$ cat src/rtl/rf_dump_reader_if.sv
// Stream side of rf_dump_reader: one register-dump beat (index + data) per valid/ready handshake.
interface rf_dump_reader_if;
  logic        m_valid;
  logic        m_ready;
  logic [4:0]  m_idx;
  logic [31:0] m_data;
  logic        m_last;

  modport master (output m_valid, output m_idx, output m_data, output m_last, input m_ready);
  modport slave  (input m_valid, input m_idx, input m_data, input m_last, output m_ready);
endinterface

$ cat src/rtl/rf_dump_reader.sv
// Walks the RF inspection port from FIRST_REG to LAST_REG and streams each word out.
// Define RF_DUMP_CHKSUM_EN to append an XOR checksum beat (m_idx=0, m_last=1).
module rf_dump_reader #(
  parameter int unsigned FIRST_REG  = 1,
  parameter int unsigned LAST_REG   = 31,
  parameter int unsigned GAP_CYCLES = 0
) (
  input  logic              clk,
  input  logic              rst,
  input  logic              start,
  input  logic              abort,
  output logic [4:0]        reg_sel,
  input  logic [31:0]       reg_data,
  rf_dump_reader_if.master  m,
  output logic              busy,
  output logic              done
);

  if (FIRST_REG > LAST_REG || LAST_REG > 31 || GAP_CYCLES > 255) begin : g_param_check
    $error("rf_dump_reader: invalid FIRST_REG/LAST_REG/GAP_CYCLES");
  end

  localparam logic [4:0] FIRST5   = 5'(FIRST_REG);
  localparam logic [4:0] LAST5    = 5'(LAST_REG);
  localparam logic [7:0] GAP_LOAD = (GAP_CYCLES > 0) ? 8'(GAP_CYCLES - 1) : 8'd0;
`ifdef RF_DUMP_CHKSUM_EN
  localparam logic DATA_LAST = 1'b0;
`else
  localparam logic DATA_LAST = 1'b1;
`endif

  typedef enum logic [2:0] {
    IDLE,
    SEL,
    VALID,
    GAP,
`ifdef RF_DUMP_CHKSUM_EN
    CHK,
`endif
    DONE
  } state_t;

  state_t      state, state_nxt, after_beat;
  logic [4:0]  sel_q;
  logic        valid_q;
  logic [4:0]  idx_q;
  logic [31:0] data_q;
  logic        last_q;
  logic        busy_q;
  logic        done_q;
  logic [7:0]  gap_q;
`ifdef RF_DUMP_CHKSUM_EN
  logic [31:0] chk_q;
`endif

  logic accept;
  assign accept = valid_q & m.m_ready;

  // Destination once a data beat and its trailing gap are complete.
  always_comb begin
    after_beat = SEL;
    if (sel_q == LAST5) begin
`ifdef RF_DUMP_CHKSUM_EN
      after_beat = CHK;
`else
      after_beat = DONE;
`endif
    end
  end

  always_ff @(posedge clk or posedge rst) begin
    if (rst) state <= IDLE;
    else     state <= state_nxt;
  end

  always_comb begin
    state_nxt = state;
    case (state)
      IDLE:  if (start) state_nxt = SEL;
      SEL:   state_nxt = VALID;
      VALID: if (accept) state_nxt = (GAP_CYCLES > 0) ? GAP : after_beat;
      GAP:   if (gap_q == '0) state_nxt = after_beat;
`ifdef RF_DUMP_CHKSUM_EN
      CHK:   if (accept) state_nxt = DONE;
`endif
      DONE:  state_nxt = IDLE;
      default: state_nxt = IDLE;
    endcase
    if (abort && state != IDLE) state_nxt = IDLE;
  end

  always_ff @(posedge clk or posedge rst) begin
    if (rst) begin
      sel_q   <= '0;
      valid_q <= 1'b0;
      idx_q   <= '0;
      data_q  <= '0;
      last_q  <= 1'b0;
      busy_q  <= 1'b0;
      done_q  <= 1'b0;
      gap_q   <= '0;
`ifdef RF_DUMP_CHKSUM_EN
      chk_q   <= '0;
`endif
    end else begin
      busy_q <= (state_nxt != IDLE);
      done_q <= (state_nxt == DONE);
      case (state)
        IDLE: if (start) begin
          sel_q <= FIRST5;
`ifdef RF_DUMP_CHKSUM_EN
          chk_q <= '0;
`endif
        end
        SEL: begin
          data_q  <= reg_data;
          idx_q   <= sel_q;
          last_q  <= DATA_LAST & (sel_q == LAST5);
          valid_q <= 1'b1;
        end
        VALID: if (accept) begin
          valid_q <= 1'b0;
          gap_q   <= GAP_LOAD;
`ifdef RF_DUMP_CHKSUM_EN
          chk_q   <= chk_q ^ data_q;
`endif
        end
        GAP: if (gap_q != '0) gap_q <= gap_q - 8'd1;
`ifdef RF_DUMP_CHKSUM_EN
        CHK: begin
          if (!valid_q) begin
            data_q  <= chk_q;
            idx_q   <= '0;
            last_q  <= 1'b1;
            valid_q <= 1'b1;
          end else if (accept) begin
            valid_q <= 1'b0;
          end
        end
`endif
        default: ;
      endcase
      // Only VALID/GAP can lead into SEL here, so this never runs past LAST_REG.
      if (state_nxt == SEL && state != IDLE) sel_q <= sel_q + 5'd1;
      if (abort && state != IDLE) begin
        valid_q <= 1'b0;
        last_q  <= 1'b0;
        sel_q   <= '0;
      end
    end
  end

  assign reg_sel  = sel_q;
  assign m.m_valid = valid_q;
  assign m.m_idx   = idx_q;
  assign m.m_data  = data_q;
  assign m.m_last  = last_q;
  assign busy     = busy_q;
  assign done     = done_q;

endmodule

$ cat src/flat_wrapper.sv
// flat-port wrapper written by rule: the top's interface ports become plain ports
module rf_dump_reader_flat 
#(
  parameter int unsigned FIRST_REG  = 1,
  parameter int unsigned LAST_REG   = 31,
  parameter int unsigned GAP_CYCLES = 0
)
  (clk, rst, start, abort, reg_sel, reg_data, busy, done, m_m_valid, m_m_idx, m_m_data, m_m_last, m_m_ready);
  rf_dump_reader_if m_i ();
  input  logic clk;
  input  logic rst;
  input  logic start;
  input  logic abort;
  output logic [4:0] reg_sel;
  input  logic [31:0] reg_data;
  output logic busy;
  output logic done;
  output wire logic [$bits(m_i.m_valid)-1:0] m_m_valid;
  output wire logic [$bits(m_i.m_idx)-1:0] m_m_idx;
  output wire logic [$bits(m_i.m_data)-1:0] m_m_data;
  output wire logic [$bits(m_i.m_last)-1:0] m_m_last;
  input wire logic [$bits(m_i.m_ready)-1:0] m_m_ready;
  assign m_m_valid = m_i.m_valid;
  assign m_m_idx = m_i.m_idx;
  assign m_m_data = m_i.m_data;
  assign m_m_last = m_i.m_last;
  assign m_i.m_ready = m_m_ready;
  rf_dump_reader #(.FIRST_REG(FIRST_REG), .LAST_REG(LAST_REG), .GAP_CYCLES(GAP_CYCLES)) u_core (.clk(clk), .rst(rst), .start(start), .abort(abort), .reg_sel(reg_sel), .reg_data(reg_data), .m(m_i), .busy(busy), .done(done));
endmodule
$ cat config.mk
export PLATFORM = sky130hd
export DESIGN_NAME = rf_dump_reader_flat
export DESIGN_NICKNAME = d
export VERILOG_FILES = /design/src/rtl/rf_dump_reader_if.sv /design/src/rtl/rf_dump_reader.sv /design/src/flat_wrapper.sv
export SDC_FILE = /design/constraint.sdc
export NUM_CORES = 1
export LEC_CHECK = 0
export ABC_CLOCK_PERIOD_IN_PS = 2000
export CAP_MARGIN = 5
export CORE_UTILIZATION = 41
export CTS_CLUSTER_SIZE = 8
export DETAILED_ROUTE_END_ITERATION = 10
export MAX_ROUTING_LAYER = met4
export PLACE_DENSITY = 0.72
export SYNTH_ARGS = -nofsm -noshare
export SYNTH_HDL_FRONTEND = slang
export SYNTH_SLANG_ARGS = --single-unit
$ cat constraint.sdc
create_clock -name clk -period 2 [get_ports clk]
set_clock_uncertainty 0.05 [all_clocks]
set_input_delay 0.2 -clock clk [delete_from_list [all_inputs] [get_ports clk]]
set_output_delay 0.2 -clock clk [all_outputs]
set_load 0.03 [all_outputs]
==> reports/results.txt, run 1 <==
The run finished with clean final reports. The total area of sequential cells came out at 1430 um2. The logs give 0 for the number of antenna violations at the first check in global routing and 6440 um2 for the die area.

The tool flagged a number of max-cap violations equal to 0. The number of I/O port buffers came out at 82. TritonCTS built the clock tree.

The congestion estimate from routability-driven global placement came to 0.864. The tools report the final core area utilization as 64.5%. The fraction of the cycle the final worst path needs was 98.8%; the average vias per placed instance was 5.08. STA classifies the critical path startpoint as a register. The repair_antennas step left the layout with diodes totalling 0. Entering global routing, the biggest net connects 33 pins. After clock tree synthesis, the clock-pin slew on the worst setup and hold paths is 0.06 ns. The maximum clock frequency is 506 MHz. In this run the critical register-to-register path is launched from u_core.reg_sel[1].

The tools report the headroom to the max-slew limit as 66.5%. The number of buffers inserted during clock tree synthesis is 9, and the die span in x is 80.2 um. The number of distinct library cell variants in the gate-level netlist after synthesis is 41. Dividing the detail-routed wire length by the instance count gives 14.3 um. Summed over all failing endpoints, the final setup total negative slack is 0 ns. Maximum count of clock buffers along a single path: 2. CTS placed an instance of sky130_fd_sc_hd__clkbuf_8 at the clock tree root. For the number of sinks on the clock net, the log shows 57. The synthesized area per cell was 13.2 um2; the routed via count was 1893. The tightest hold path in the finished design has a slack of 0.116 ns. The run gives 8710 um as the global-route wire length before repair.

Type of the most critical hold path: primary input to async pin. For the warning count from the yosys run, the log shows 0. The register bit total from synthesis works out to 57. The sequential share of the synthesized area is 56.8%, and the worst slack after detailed placement is 0.00460 ns. The area growth from synthesis to layout is 52.1%.

The largest incremental delay on the critical path came out at 0.42 ns. Synthesis produced a netlist with a net count of 230. The share of post-route cells with drive strength above 1 was 30.9%; the number of iterations in the first detailed-routing pass was 4. The cell with the largest stage delay on the worst path is sky130_fd_sc_hd__dfrtp_2. For this configuration, the core starts out at a cell density of 42.4%. The synthesized instance count is 190. The filler cells instantiated in the layout total 494. Dividing total power by cell area gives a power density of 1650 nW/um2. The max-slew violation total from the final report is 0, and the clock latency reported for the late side of the worst-skew pair is 0.33 ns. At the pin with the least slew margin, the transition time is 0.497 ns. Setup repair after global routing could not meet its margin everywhere.

The floorplan step defined a core boundary enclosing 5920 um2. The minimum clock period after layout came out at 1.98 ns. The first routing iteration left 56 violations. The run gives 2510 um2 as the area of the mapped netlist.

The element type at the critical path end is a register. By startpoint and endpoint, the worst setup path is classified as register to register. In this run, placement finished with an instance count of 356.

The deepest level of the CTS H-tree was 3; the net total in the final layout was 334. The critical path starts at u_core.reg_sel[1]. Setup slack closes at 0.0246 ns. The wire-length estimate of the detail-placed layout is 3880 um. The leakage power summed over all cells came out at 1.61 nW. The signal on the critical path passes through ha_4, and3_1, ha_2, nor3b_4, and4_4, o211ai_4, a211oi_1.

Across every metal layer, demand over resource in global routing totals 18.8%. The remaining antenna violation count is 0. STA puts the critical path data required time at 2.15 ns.

The multi-input combinational cells in the finished layout cover a total of 1070 um2. The worst-case IR drop observed on VDD is 0.000994 V. The post-route DRC violation count is 0, and the vertical die dimension is 80.2 um. The run gives 0 as the total of endpoints with negative setup slack in the final report.

For the via count of the first global-routing pass, the log shows 1902. 83 I/O pins were placed. Global routing finished with a remaining overflow of 0. The number of hold violations in the final report was 0; the total routed wirelength was 5330 um. The initialized floorplan defines 28 standard-cell rows. The count of placed standard cells in the final layout, fillers left out came out at 373. STA puts the critical path data arrival time at 2.13 ns. The highest fanout seen on the critical path is 3.
## state kept, by name, indices dropped and copies added, names as in the netlist
signal / flops
u_core.busy: 1
u_core.done: 1
u_core.gap_q: 8
u_core.m.m_data: 32
u_core.m.m_idx: 5
u_core.m.m_last: 1
u_core.m.m_valid: 1
u_core.reg_sel: 5
u_core.state: 3
## report_power, final
part / internal (W) / total [W] / switching (W) / leakage (nW)
combinational: 0.00158 / 0.00326 / 0.00168 / 0.807
sequential: 0.00165 / 0.00196 / 0.000310 / 0.701
clock: 0.000632 / 0.00107 / 0.000433 / 0.102
## stage by stage
| stage | power, W | instance area, um2 |
|---|---|---|
| floorplan | 0.00390 | 2520 |
| global placement | 0.00510 | 3560 |
| detailed placement | 0.00516 | 3560 |
| CTS | 0.00625 | 3760 |
| global route | 0.00666 | 3820 |
| finish | 0.00629 | 3820 |
## placed cells by master, fill, tap and decap left out, types with 2 or more instances in the layout
cell type                         count
sky130_fd_sc_hd__nand2b_1             3
sky130_fd_sc_hd__nor3_1               3
sky130_fd_sc_hd__xor2_1               5
sky130_fd_sc_hd__o21ai_0              2
sky130_fd_sc_hd__inv_1                6
sky130_fd_sc_hd__clkdlybuf4s50_1     82
sky130_fd_sc_hd__o31ai_1              2
sky130_fd_sc_hd__dfrtp_2              3
sky130_fd_sc_hd__mux2i_1              5
sky130_fd_sc_hd__o211ai_1             2
sky130_fd_sc_hd__o2111a_1             3
sky130_fd_sc_hd__buf_4               19
sky130_fd_sc_hd__buf_12               2
sky130_fd_sc_hd__a2111oi_2            2
sky130_fd_sc_hd__or3_1                2
sky130_fd_sc_hd__nand4_1              2
sky130_fd_sc_hd__nand2_1              4
sky130_fd_sc_hd__clkbuf_8            11
sky130_fd_sc_hd__clkinv_2             2
sky130_fd_sc_hd__a21oi_1              3
sky130_fd_sc_hd__or4_1                2
sky130_fd_sc_hd__mux2_2              38
sky130_fd_sc_hd__nor2_1               9
sky130_fd_sc_hd__a211oi_1             3
sky130_fd_sc_hd__dfrtp_1             54
## final timing paths
kind	endpoint	slack (ns)	cells past startpoint
worst max-delay path	u_core.reg_sel[0]	0.02	7
max in group asynchronous	u_core.m.m_data[15]	1.24	3
worst min register to register	u_core.gap_q[0]	0.44	1
worst max register to register	u_core.reg_sel[0]	0.02	7
min in group clk	u_core.m.m_data[1]	0.42	2
worst min-delay path	u_core.m.m_data[8]	0.12	2
## layout make-up
| cell class | count | area share (%) |
|---|---|---|
| Clock buffer | 12 | 4.06 |
| Clock inverter | 3 | 1.05 |
| Inverter | 7 | 0.688 |
| Multi-Input combinational cell | 116 | 28.0 |
| Sequential cell | 57 | 37.5 |
| Tap cell | 75 | 2.46 |
| Timing Repair Buffer | 103 | 26.3 |
## routing by layer
metal / routed length (um) / global-route usage (%) / vias to the layer above
met5: 0 / - / -
li1: - / - / 909
met1: 2270 / 22.2 / 922
met4: 92 / 10.5 / 0
met2: 2690 / 29.6 / 53
met3: 276 / 4.32 / 9
## worst max-delay path, delay by kind of cell, from the launching register on
family	cells	cell delay, ns
flops	1	0.42
simple gates	3	0.63
compound gates	2	0.39
fa+ha+maj	2	0.36
## cells in the mapped netlist
cell type	instances	area share, %
sky130_fd_sc_hd__or4_4	1	0.45
sky130_fd_sc_hd__nand2b_1	3	0.75
sky130_fd_sc_hd__inv_1	7	1.0
sky130_fd_sc_hd__nand3_1	1	0.20
sky130_fd_sc_hd__nor3_1	4	0.80
sky130_fd_sc_hd__and4_1	1	0.35
sky130_fd_sc_hd__o31a_1	1	0.35
sky130_fd_sc_hd__nand4_1	2	0.50
sky130_fd_sc_hd__o211ai_1	2	0.60
sky130_fd_sc_hd__or4_1	2	0.60
sky130_fd_sc_hd__and3b_1	1	0.35
sky130_fd_sc_hd__o211ai_4	1	0.85
sky130_fd_sc_hd__a211oi_1	3	0.90
sky130_fd_sc_hd__o21a_1	2	0.60
sky130_fd_sc_hd__nor4_1	2	0.50
sky130_fd_sc_hd__o2111ai_1	1	0.35
sky130_fd_sc_hd__ha_1	3	1.5
sky130_fd_sc_hd__clkbuf_1	1	0.15
sky130_fd_sc_hd__nand2_1	4	0.60
sky130_fd_sc_hd__o21ai_0	3	0.60
sky130_fd_sc_hd__dfrtp_1	57	57
sky130_fd_sc_hd__mux2i_1	5	2.0
sky130_fd_sc_hd__nor3b_1	1	0.30
sky130_fd_sc_hd__a2111oi_0	2	0.70
sky130_fd_sc_hd__or2_1	1	0.25
sky130_fd_sc_hd__a21oi_1	3	0.60
sky130_fd_sc_hd__o21ai_4	1	0.65
sky130_fd_sc_hd__or3b_1	1	0.35
sky130_fd_sc_hd__mux2_2	38	17
sky130_fd_sc_hd__buf_2	9	1.8
sky130_fd_sc_hd__a311o_1	1	0.40
sky130_fd_sc_hd__o31ai_1	2	0.60
sky130_fd_sc_hd__a311oi_1	1	0.35
sky130_fd_sc_hd__xor2_1	5	1.7
sky130_fd_sc_hd__o2111a_1	3	1.3
sky130_fd_sc_hd__a21o_1	1	0.30
sky130_fd_sc_hd__or3_2	1	0.30
sky130_fd_sc_hd__or3_1	2	0.50
sky130_fd_sc_hd__nor2_1	9	1.3
sky130_fd_sc_hd__and3_1	1	0.25
sky130_fd_sc_hd__nor4b_1	1	0.35
## kinds of logic after synthesis
group           synth area share (%)
buf+inv                         2.99
fa+ha+maj                       1.50
mux                             19.0
simple gates                    8.72
xor+xnor                        1.74
compound gates                  9.17
flops                           56.8
## what timing repair did
action | in CTS | in global routing
hold buffers | 0 | 0
setup buffers | 0 | 2
endpoints found under the setup margin | 1 | 11
hold endpoints to repair | 0 | 0
pin swaps | 1 | 6
gates resized for setup | 0 | 12
Power figures use the tool's default switching activity.
==> inputs of run 2 (changes only) <==
ABC_AREA = 1   (was unset)
PLACE_DENSITY = 0.71   (was 0.72)
SKIP_LAST_GASP = 1   (was unset)
==> run 2 against run 1 <==
Against the previous run: power decreased by 2.0%; highest routed layer unchanged; utilization fell by 2.3 points; critical path depth up 7; flip-flop and latch count unchanged; synthesized area up 1.1%; cell area is 3.0% lower; clock power about the same; wire length increased by 3.9%; critical endpoint is now u_core.reg_sel[4]; critical path type unchanged.
==> reports/results.txt, run 2 <==
The deepest level of the CTS H-tree was 3 (unchanged); the number of maximum-capacitance constraint violations was 0 (unchanged). The number of flip-flops under the largest register name is 32 (unchanged), and the total of endpoints with negative setup slack in the final report is 0 (unchanged). The total power density per cell area was 1660 nW/um2 (+1.1%); the vertical die dimension was 80.7 um (+0.56%).

Counting stages on the worst path, the most repeated cell is sky130_fd_sc_hd__nand3_1. In the post-synthesis netlist, the cell with the most instances is sky130_fd_sc_hd__nand2_1. For the worst path required time, the log shows 2.17 ns (+0.02 ns). The clock transition at the registers of the reported paths was 0.07 ns (about the same); the number of iterations in the first detailed-routing pass was 4 (unchanged). The post-route DRC violation count was 0 (unchanged); the clock latency reported for the late side of the worst-skew pair was 0.33 ns (about the same). The run gives 2.00 ns (-0.13 ns) as the arrival time of data at the critical path endpoint. The signal on the critical path passes through ha_2, nand2_2, nor2_1, ha_1, inv_2, nand3_1, nand2_1, a21oi_1, nand3_1, nand2_2, nor2_4, inv_2, nand3_1, nand2_1.

Total global routing track utilization: 19.1% (+0.31 points). The max-slew violation total from the final report is 0 (unchanged), and the highest fanout seen on the critical path is 6 (+3). The setup path with the least slack is of type register to register.

The tools report the number of placed instances, taps included as 451 (+27%). The warning count from the yosys run is 0 (unchanged). The synthesized instance count is 297 (+56%), and the first-iteration detailed-routing DRC count is 83 (+48%).

The synthesized area per cell was 8.55 um2 (-35%); the average vias per placed instance was 4.58 (-9.8%). The overall power is 0.00617 W (-2.0%). The remaining antenna violation count came out at 0 (unchanged). The number of sinks on the clock net is 57 (unchanged).

The tree is rooted in a sky130_fd_sc_hd__clkbuf_8. Among all flip-flop cells after synthesis, the most frequent one is sky130_fd_sc_hd__dfrtp_1. The count of flip-flops with a built-in enable after synthesis works out to 0 (unchanged). The number of I/O port buffers works out to 82 (unchanged). By area the synthesized netlist is led by sky130_fd_sc_hd__dfrtp_1, sky130_fd_sc_hd__nand2_1, sky130_fd_sc_hd__inv_1.

The total routed wirelength is 5540 um (+3.9%), and the area of the mapped netlist is 2540 um2 (+1.1%). Broken down by cell family, the worst path's largest delay share belongs to simple AND/OR/NAND/NOR gates. The worst setup path is captured at a register. The largest incremental delay on the critical path was 0.40 ns (-0.02 ns). For the net total in the final layout, the log shows 429 (+28%). The largest total area in the synthesized netlist belongs to sky130_fd_sc_hd__dfrtp_1.

The number of buffers inserted during clock tree synthesis was 9 (unchanged); the share of post-route cells with drive strength above 1 was 13.7% (-17 points). The maximum clock frequency is 546 MHz (+7.8%). The run finished with clean final reports. The worst path buffer plus inverter count was 2 (+2).

The sequential share of the synthesized area is 56.2% (-0.64 points). The via count of the first global-routing pass was 2060 (+8.3%). The kind of start point of the critical path is a register. The area growth from synthesis to final layout works out to 45.9%. The cell depth of the worst flop-to-flop path was 14 (+7); the total half-perimeter wirelength after legalization and detailed placement was 3940 um (+1.4%). The largest individual stage delay along the critical path comes from the cell sky130_fd_sc_hd__dfrtp_1. Sorting the synthesized cells by how often they occur yields sky130_fd_sc_hd__nand2_1, sky130_fd_sc_hd__dfrtp_1, sky130_fd_sc_hd__inv_1.

The proportion of register bits with asynchronous set or reset after synthesis is 100% (unchanged). The die area is 6510 um2 (+1.1%), and the pin count of the biggest net entering global routing is 42 (+27%). The die span in x came out at 80.7 um (+0.56%).

Leaving out fill and tap cells, the most frequent cell in the layout is sky130_fd_sc_hd__nand2_1. The starting density of the core is 42.6% (+0.23 points), and the global-route wire length before repair is 9010 um (+3.4%). For the antenna cell count, the log shows 0 (unchanged). For the cts-stage hold buffer count, the log shows 0 (unchanged). Boundary pin count: 83 (unchanged). The run gives 0.857 (-0.73%) as the weighted congestion reported at the end of routability-driven placement. Fraction of the cycle the final worst path needs: 91.7% (-7.1 points).

The run gives 0 (unchanged) as the total grt overflow. The type of the most critical hold path is primary input to async pin. The logs give 2 (unchanged) for the maximum count of clock buffers along a single path and 0.00104 V (+4.7%) for the maximum vdd ir drop.

The leakage power summed over all cells is 1.86 nW (+15%). The tools report the count of placed standard cells in the final layout, fillers left out as 469 (+26%). Headroom to the max-slew limit: 71.3% (+4.8 points). The number of distinct library cell variants in the gate-level netlist after synthesis was 22 (-46%).

The average detailed-routed wire length per instance is 11.8 um (-17%). The critical path depth in cells was 14 (+7). TritonCTS built the clock tree. The minimum clock period after layout works out to 1.83 ns (-0.142 ns). The routed via count is 2146 (+13%).

The number of nets in the synthesized netlist was 337 (+47%). The number of antenna violations at the first check in global routing was 0 (unchanged); the register bit total from synthesis was 57 (unchanged). The library cells used most frequently in the layout, excluding fill and tap cells, are sky130_fd_sc_hd__nand2_1, sky130_fd_sc_hd__clkdlybuf4s50_1, sky130_fd_sc_hd__dfrtp_1. Portion of synthesized cell area occupied by the leading cell type: 56.2% (-0.64 points). For the number of hold violations in the final report, the log shows 0 (unchanged). Row count: 28 (unchanged). The transition time at the pin with the least slew margin was 0.429 ns (-0.0677 ns); the placeable core region was 5960 um2 (+0.59%).
run 2: worst reg2reg max path, stage by stage (launching register included):
cell                      delay [ns]
sky130_fd_sc_hd__dfrtp_1        0.40
sky130_fd_sc_hd__ha_2           0.20
sky130_fd_sc_hd__nand2_2        0.06
sky130_fd_sc_hd__nor2_1         0.04
sky130_fd_sc_hd__ha_1           0.18
sky130_fd_sc_hd__inv_2          0.07
sky130_fd_sc_hd__nand3_1        0.07
sky130_fd_sc_hd__nand2_1        0.06
sky130_fd_sc_hd__a21oi_1        0.06
sky130_fd_sc_hd__nand3_1        0.08
sky130_fd_sc_hd__nand2_2        0.10
sky130_fd_sc_hd__nor2_4         0.17
sky130_fd_sc_hd__inv_2          0.07
sky130_fd_sc_hd__nand3_1        0.07
sky130_fd_sc_hd__nand2_1        0.05
run 2: worst paths after layout:
check | to | from | slack (ns)
hold reg to reg | u_core.m.m_data[26] | u_core.m.m_data[26] | 0.43
setup reg to reg | u_core.reg_sel[4] | u_core.reg_sel[0] | 0.17
hold / removal | u_core.m.m_data[29] | rst | 0.12
min in group clk | u_core.m.m_data[19] | reg_data[19] | 0.35
max in group asynchronous | u_core.m.m_idx[3] | rst | 1.25
setup / recovery | u_core.reg_sel[4] | u_core.reg_sel[0] | 0.17
run 2: metal layers:
metal  GRT usage (%)  vias up  wire length (um)
li1                -     1098                 -
met4            10.7        0                76
met1            22.8      981              2580
met2            29.7       59              2600
met3            4.43        8               283
met5               -        -                 0
run 2: final cells by class:
| type | instances | area, um2 |
|---|---|---|
| fill | 504 | 2250 |
| sequential | 57 | 1430 |
| multi-input combinational | 205 | 980 |
| timing repair buffer | 89 | 898 |
| clock buffer | 10 | 138 |
| inverter | 27 | 101 |
| tap | 75 | 93.8 |
| clock inverter | 6 | 66.3 |
run 2: cell families (layout without fill, tap and decap cells):
| logic type | Yosys count | after routing | synth area share [%] |
|---|---|---|---|
| flip-flops | 57 | 57 | 56.2 |
| adder cells (fa/ha/maj) | 3 | 3 | 1.48 |
| AO/OA/AOI/OAI | 18 | 18 | 3.94 |
| XOR/XNOR | 3 | 3 | 1.04 |
| buffers and inverters | 35 | 132 | 5.42 |
| AND/OR/NAND/NOR | 181 | 181 | 31.9 |
run 2: what timing repair did:
| action | 4_1_cts | 5_1_grt |
|---|---|---|
| setup endpoints to repair | 0 | 5 |
| hold endpoints to repair | 0 | 0 |
| buffers inserted | 0 | 2 |
| gates resized for setup | 0 | 4 |
run 2: stage by stage:
step                 TNS (ns)  util, %  instance area, um2  setup WS, ns  hold WS, ns
finish                      0     62.2                3700         0.167        0.120
global route        -0.000541     62.2                3700     -0.000541        0.143
detailed placement          0     58.4                3480        0.0818        0.414
global placement            0     58.4                3480         0.146        0.410
floorplan                   0        -                2540        0.0597        0.260
CTS                         0     61.8                3680        0.0617        0.120
run 2: power breakdown:
group / internal, W / switching [W]
combinational: 0.00124 / 0.00191
sequential: 0.00164 / 0.000299
clock: 0.000610 / 0.000467
